**config.mk**
```make
export PLATFORM = sky130hd
export DESIGN_NAME = fetch_ctrl_flat
export DESIGN_NICKNAME = d
export VERILOG_FILES = /design/src/rtl/fetch_pkg.sv /design/src/rtl/fetch_if.sv /design/src/rtl/fetch_fifo.sv /design/src/rtl/fetch_ctrl.sv /design/src/flat_wrapper.sv
export SDC_FILE = /design/constraint.sdc
export NUM_CORES = 1
export LEC_CHECK = 0
export BUFFER_PORTS_ARGS = -buffer_cell sky130_fd_sc_hd__buf_2
export CAP_MARGIN = 20
export CELL_PAD_IN_SITES_DETAIL_PLACEMENT = 1
export CELL_PAD_IN_SITES_GLOBAL_PLACEMENT = 2
export CORE_MARGIN = 2
export CORE_UTILIZATION = 40
export CTS_CLUSTER_SIZE = 8
export DETAILED_ROUTE_END_ITERATION = 16
export MAX_ROUTING_LAYER = met4
export PLACE_DENSITY_LB_ADDON = 0.1
export SYNTH_ARGS = -nofsm -noshare
export SYNTH_HDL_FRONTEND = slang
export SYNTH_SLANG_ARGS = --single-unit
```
**constraint.sdc**
```tcl
create_clock -name clk -period 14.2 [get_ports clk]
set_input_delay 2.84 -clock clk [delete_from_list [all_inputs] [get_ports clk]]
set_output_delay 2.84 -clock clk [all_outputs]
set_load 0.05 [all_outputs]
```
**src/rtl/fetch_pkg.sv**
```systemverilog
// -----------------------------------------------------------------------------
// fetch_pkg
// Shared types and constants for the instruction-fetch sequencer.
//   PC_W          : PC / redirect address width used by the fetch queue entries
//   INSTR_W       : instruction word width
//   PC_STEP       : byte increment between sequential instruction words
//   fetch_entry_t : one queued {pc, instr} pair
//   fetch_state_e : fetch FSM states (HALT is reachable only with FETCH_HALT_EN)
// -----------------------------------------------------------------------------
package fetch_pkg;

    localparam int PC_W    = 64;
    localparam int INSTR_W = 32;
    localparam int PC_STEP = 4;

    typedef struct packed {
        logic [PC_W-1:0]    pc;
        logic [INSTR_W-1:0] instr;
    } fetch_entry_t;

    typedef enum logic {
        RUN  = 1'b0,
        HALT = 1'b1
    } fetch_state_e;

endpackage

```
**src/rtl/fetch_if.sv**
```systemverilog
// -----------------------------------------------------------------------------
// fetch_if
// Bundles the imem port, the redirect request and the decode-side queue head.
//   master : the fetch controller (drives imem_addr, out_*, halted)
//   slave  : imem + datapath + decode side (drives imem_q, redirect_*, out_ready)
// -----------------------------------------------------------------------------
interface fetch_if
    import fetch_pkg::*;
#(
    parameter int N       = PC_W,
    parameter int IMEM_AW = 6
);
    logic [IMEM_AW-1:0] imem_addr;
    logic [INSTR_W-1:0] imem_q;
    logic               redirect_valid;
    logic [N-1:0]       redirect_pc;
    logic               out_valid;
    logic               out_ready;
    logic [INSTR_W-1:0] out_instr;
    logic [N-1:0]       out_pc;
    logic               halted;

    modport master (
        output imem_addr, out_valid, out_instr, out_pc, halted,
        input  imem_q, redirect_valid, redirect_pc, out_ready
    );

    modport slave (
        input  imem_addr, out_valid, out_instr, out_pc, halted,
        output imem_q, redirect_valid, redirect_pc, out_ready
    );
endinterface

```
**src/rtl/fetch_fifo.sv**
```systemverilog
// -----------------------------------------------------------------------------
// fetch_fifo
// DEPTH-entry in-order circular queue of fetch_entry_t.
//   clk, srst : clock, synchronous active-high reset
//   push      : enqueue wr_data (ignored when full)
//   wr_data   : entry to enqueue
//   pop       : dequeue head (ignored when empty)
//   flush     : drop every entry this cycle (wins over push/pop)
//   full      : count == DEPTH
//   empty     : count == 0
//   head      : oldest entry, valid when !empty
// -----------------------------------------------------------------------------
module fetch_fifo
    import fetch_pkg::*;
#(
    parameter int DEPTH = 2
) (
    input  logic         clk,
    input  logic         srst,
    input  logic         push,
    input  fetch_entry_t wr_data,
    input  logic         pop,
    input  logic         flush,
    output logic         full,
    output logic         empty,
    output fetch_entry_t head
);
    localparam int PTR_W = (DEPTH > 1) ? $clog2(DEPTH) : 1;
    localparam int CNT_W = $clog2(DEPTH + 1);

    fetch_entry_t     mem_reg [DEPTH];
    logic [PTR_W-1:0] rd_ptr_reg;
    logic [PTR_W-1:0] wr_ptr_reg;
    logic [CNT_W-1:0] count_reg;
    logic             push_ok;
    logic             pop_ok;

    function automatic logic [PTR_W-1:0] ptr_inc(input logic [PTR_W-1:0] p);
        return (p == PTR_W'(DEPTH - 1)) ? '0 : p + 1'b1;
    endfunction

    assign full    = (count_reg == CNT_W'(DEPTH));
    assign empty   = (count_reg == '0);
    assign push_ok = push && !full;
    assign pop_ok  = pop && !empty;
    assign head    = mem_reg[rd_ptr_reg];

    // Storage is not reset: entries are only observed while counted.
    always_ff @(posedge clk) begin
        if (push_ok) begin
            mem_reg[wr_ptr_reg] <= wr_data;
        end
    end

    always_ff @(posedge clk) begin
        if (srst || flush) begin
            rd_ptr_reg <= '0;
            wr_ptr_reg <= '0;
            count_reg  <= '0;
        end else begin
            if (push_ok) begin
                wr_ptr_reg <= ptr_inc(wr_ptr_reg);
            end
            if (pop_ok) begin
                rd_ptr_reg <= ptr_inc(rd_ptr_reg);
            end
            count_reg <= count_reg + CNT_W'(push_ok) - CNT_W'(pop_ok);
        end
    end

endmodule

```
**src/rtl/fetch_ctrl.sv**
```systemverilog
// -----------------------------------------------------------------------------
// fetch_ctrl
// Instruction-fetch sequencer: owns the PC, addresses the combinational imem,
// buffers {pc, instr} pairs for decode and applies branch redirects.
//   clk    : single clock, all state on the rising edge
//   reset  : synchronous, active-high
//   bus    : fetch_if.master (imem_addr/imem_q, redirect_valid/redirect_pc,
//            out_valid/out_ready/out_instr/out_pc, halted)
// Optional feature macro: FETCH_HALT_EN
//   defined   : fetching a zero word stops fetch (HALT) until redirect/reset;
//               halted = HALT && queue empty
//   undefined : zero words are ordinary instructions; halted tied to 0
// N must equal fetch_pkg::PC_W, which sizes the queue entries.
// -----------------------------------------------------------------------------
module fetch_ctrl
    import fetch_pkg::*;
#(
    parameter int           N        = PC_W,
    parameter int           IMEM_AW  = 6,
    parameter int           DEPTH    = 2,
    parameter logic [N-1:0] RESET_PC = '0
) (
    input  logic     clk,
    input  logic     reset,
    fetch_if.master  bus
);
    fetch_state_e state_reg;
    fetch_state_e state_next;
    logic [N-1:0] pc_reg;
    logic [N-1:0] pc_next;
    logic         push;
    logic         pop;
    logic         full;
    logic         empty;
    logic         fetch_ok;
    fetch_entry_t head;
    fetch_entry_t wr_data;

    // Eligible to fetch this cycle; a full queue blocks even if a pop is
    // happening, so the decision never depends on out_ready.
    assign fetch_ok = (state_reg == RUN) && !full && !bus.redirect_valid;
    // A redirect cycle discards the head, so it is not a real handoff.
    assign pop      = !empty && bus.out_ready && !bus.redirect_valid;
    assign wr_data  = '{pc: pc_reg, instr: bus.imem_q};

    always_ff @(posedge clk) begin
        if (reset) begin
            state_reg <= RUN;
            pc_reg    <= RESET_PC;
        end else begin
            state_reg <= state_next;
            pc_reg    <= pc_next;
        end
    end

    always_comb begin
        state_next = state_reg;
        pc_next    = pc_reg;
        push       = fetch_ok;
`ifdef FETCH_HALT_EN
        // A zero word is a stop marker: not queued, PC stays on it.
        if (fetch_ok && (bus.imem_q == '0)) begin
            push       = 1'b0;
            state_next = HALT;
        end
`endif
        if (push) begin
            pc_next = pc_reg + N'(PC_STEP);
        end
        if (bus.redirect_valid) begin
            pc_next    = bus.redirect_pc & ~N'(3);
            state_next = RUN;
        end
    end

    fetch_fifo #(
        .DEPTH (DEPTH)
    ) u_fifo (
        .clk     (clk),
        .srst    (reset),
        .push    (push),
        .wr_data (wr_data),
        .pop     (pop),
        .flush   (bus.redirect_valid),
        .full    (full),
        .empty   (empty),
        .head    (head)
    );

    // Only the word-index bits reach the ROM; higher PCs alias.
    assign bus.imem_addr = pc_reg[IMEM_AW+1:2];
    assign bus.out_valid = !empty;
    assign bus.out_instr = empty ? '0 : head.instr;
    assign bus.out_pc    = empty ? '0 : head.pc;

`ifdef FETCH_HALT_EN
    assign bus.halted = (state_reg == HALT) && empty;
`else
    assign bus.halted = 1'b0;
`endif

endmodule
```
**src/flat_wrapper.sv**
```systemverilog
// flat-port wrapper written by rule: the top's interface ports become plain ports
module fetch_ctrl_flat import fetch_pkg::*;
#(
    parameter int           N        = PC_W,
    parameter int           IMEM_AW  = 6,
    parameter int           DEPTH    = 2,
    parameter logic [N-1:0] RESET_PC = '0
)
  (clk, reset, bus_imem_addr, bus_out_valid, bus_out_instr, bus_out_pc, bus_halted, bus_imem_q, bus_redirect_valid, bus_redirect_pc, bus_out_ready);
  fetch_if #(.N(N), .IMEM_AW(IMEM_AW)) bus_i ();
  input  logic clk;
  input  logic reset;
  output wire logic [$bits(bus_i.imem_addr)-1:0] bus_imem_addr;
  output wire logic [$bits(bus_i.out_valid)-1:0] bus_out_valid;
  output wire logic [$bits(bus_i.out_instr)-1:0] bus_out_instr;
  output wire logic [$bits(bus_i.out_pc)-1:0] bus_out_pc;
  output wire logic [$bits(bus_i.halted)-1:0] bus_halted;
  input wire logic [$bits(bus_i.imem_q)-1:0] bus_imem_q;
  input wire logic [$bits(bus_i.redirect_valid)-1:0] bus_redirect_valid;
  input wire logic [$bits(bus_i.redirect_pc)-1:0] bus_redirect_pc;
  input wire logic [$bits(bus_i.out_ready)-1:0] bus_out_ready;
  assign bus_imem_addr = bus_i.imem_addr;
  assign bus_out_valid = bus_i.out_valid;
  assign bus_out_instr = bus_i.out_instr;
  assign bus_out_pc = bus_i.out_pc;
  assign bus_halted = bus_i.halted;
  assign bus_i.imem_q = bus_imem_q;
  assign bus_i.redirect_valid = bus_redirect_valid;
  assign bus_i.redirect_pc = bus_redirect_pc;
  assign bus_i.out_ready = bus_out_ready;
  fetch_ctrl #(.N(N), .IMEM_AW(IMEM_AW), .DEPTH(DEPTH), .RESET_PC(RESET_PC)) u_core (.clk(clk), .reset(reset), .bus(bus_i));
endmodule
```
==> metrics.txt <==
outcome=finished, final reports clean; die footprint=29520 µm²; HPWL Detailed=19310 µm; Worst Setup EP=bus_out_pc[34]; count leader, synth=edfxtp_1; Post-Synth Simple-Gate Area=17.06%; pin count of the biggest net entering global routing=90; final cycle utilization of the critical path=41.42%; Syn Area/Cell=11.86 µm²; total wire length=29900 µm; H-tree levels=2; Post-CTS Setup Inserts=0; CTS tree=done; Synth cell types=54; Clock Latency Late Sink=0.50 ns; Starting Density=40.55%; fin nets=1238; CP Launch Type=flip-flop; via density per instance=5.274; CP cell instances=buf_4 -> mux2i_1 -> nor2_1 -> buf_2; Ports=204; Max-Cap Viols=0; core box area=27780 µm²; Hold Fails Final Rpt=0; post-synthesis compound-gate area fraction=6.420%; # resized after CTS=0; IO Port Bufs=198; Post-Syn Instances=950; Netlist Area Pre-Place=11260 µm²; worst min-delay path category=reg2reg; filler instances=3044; met2 WL=13360 µm; EDFF count, synth=188; DRT antenna net count=0; Final Skew=0.01289 ns; Synth Area in Adders=0.3332%; Slew Limit Fails=0; GR Overflow Total=0; Die Y=171.8 µm; Worst Min Path Start=u_core.pc_reg[42]; hold buffers post-CTS=0; fin crit period=5.882 ns; post-synthesis xor/xnor area fraction=2.333%; CP Class=reg2out; max reg flops=188; flop-to-flop setup slack=11.35 ns; post-synth top area share=50.12%; post-synthesis register bit count=255; max incr delay on CP=0.98 ns; Setup TNS Final=0 ns; Async S/R FF share, synth=0%; Post-synth top flop=edfxtp_1; # DRC=0; total number of vias=8138; top cells by area, synth=edfxtp_1, dfxtp_1, mux2i_1, nor2_1, nand4_1; number of buffers created by CTS=37; WP data required=11.36 ns; initial antenna violation count=1; clock-pin slew on the worst setup and hold paths=0.05 ns; capturing point of the worst reg2reg path=u_core.u_fifo.mem_reg[0][23]; CTS Sinks=255; Slew @ Worst Pin=0.9990 ns; Max Root-Sink Buffers=3; Final GP Congestion=0.8271; Max IR drop VDD=0.08146 mV; critical path arrival=3.04 ns; first-pass GRT wire length=45910 µm; overall routing resource usage=20.60%; critical path fanouts, max=48; mux contribution to synthesized area=8.619%; R2R depth=4; static leakage=4.927 nW; DRT iter0 DRCs=328; Post-Route Utilization=49.13%; width of the die=171.8 µm; pwr/cell area=136.1 nW/µm²; area leader, netlist=edfxtp_1; top layer reached by signal wires=met4; setup repair after global routing missed its margin=no; post-synthesis sequential area ratio=62.02%; YS warnings=0; worst r2r src=u_core.u_fifo.count_reg[0]; routed length on met1=14230 µm; fmax=170.0 MHz; CP endpoint kind=output port; relative slew slack=33.40%; vias in the first global route=8163; root buf cell=clkbuf_16; Rows=61; main combinational cell family by area after synthesis=simple AND/OR/NAND/NOR gates; WL met3=1707 µm; drt pass-1 iters=4; most frequent cells after synthesis=edfxtp_1, nor2_1, mux2i_1; routed len/inst=19.38 µm; share of cells above drive strength 1=22.61%; CP max stage cell=dfxtp_4; Layout area overhead=21.17%; final setup violation count=0
## per-layer routing
layer  GRT usage, %  vias up
li1               -     3933
met1          27.73     3950
met2          32.37      211
met3          3.267       44
met4          5.955        0
met5              -        -
## power breakdown
group / switching, mW / internal [mW]
sequential: 0.0331 / 0.850
combinational: 0.127 / 0.0534
clock: 0.306 / 0.488
total: 0.466 / 1.39
## cells in the final DEF, fill, tap and decap left out, types with 5 or more instances in the layout
cell type and n:
buf_2 198, edfxtp_1 188, nor2_1 149, mux2i_1 97, dfxtp_1 66, nand2_1 52
clkbuf_16 37, nand4_1 34, nand3_1 31, clkbuf_1 28, nor3_1 22, a211oi_1 22
xnor2_1 17, a21oi_1 16, inv_1 16, a311oi_1 15, nor4_1 13, o31ai_1 13
or4_1 13, xor2_1 13, and4_1 10, buf_4 10, and2_1 9, or3_1 9
and3_1 8, o21ai_0 8, o211ai_1 6, a31oi_1 6, nor3b_1 5
## per-stage QoR
stage	total power, mW	hold WS, ns	setup slack (ns)	std cells	cell area (µm²)
after floorplan	1.017	0.4202	6.548	952	11270
after global placement	1.072	0.4785	8.011	1472	12540
after detailed placement	1.079	0.4851	7.956	1473	12570
after CTS	1.882	0.4947	8.278	1540	13620
after global routing	1.930	0.5151	8.162	1542	13650
final	1.858	0.4959	8.318	1543	13650
## cell families after synthesis
kind of cell               count (synthesis)
other                                      1
xor gates and xnor gates                  30
and+or+nand+nor                          381
muxes                                     97
adders and majority gates                  3
buffers and inverters                     83
DFF                                      255
AOI/OAI and AO/OA                        100
## layout make-up
class | count | area [µm²] | share of cell area, %
Inverter | 17 | 63.81 | 0.4675
Timing Repair Buffer | 210 | 1121 | 8.213
Sequential cell | 255 | 6990 | 51.21
Clock buffer | 65 | 1031 | 7.553
Antenna cell | 2 | 5.005 | 0.03667
Tap cell | 378 | 473.0 | 3.465
Multi-Input combinational cell | 614 | 3948 | 28.92
Clock inverter | 2 | 17.52 | 0.1283
## worst min-delay path by stage
stage                                        end  slack [ns]  cells after the start
detailed placement  u_core.u_fifo.mem_reg[1][74]        0.49                      0
global route        u_core.u_fifo.mem_reg[1][74]        0.52                      0
floorplan           u_core.u_fifo.mem_reg[0][63]        0.42                      0
finish              u_core.u_fifo.mem_reg[1][74]        0.50                      0
global placement    u_core.u_fifo.mem_reg[0][74]        0.48                      0
CTS                 u_core.u_fifo.mem_reg[1][74]        0.49                      0
## critical path, delay by kind of cell, from the launching register on
family        cells  cell delay, ns
buf+inv           2            1.04
mux               1            0.45
simple gates      1            0.06
flops             1            0.98
Power figures use the tool's default switching activity.
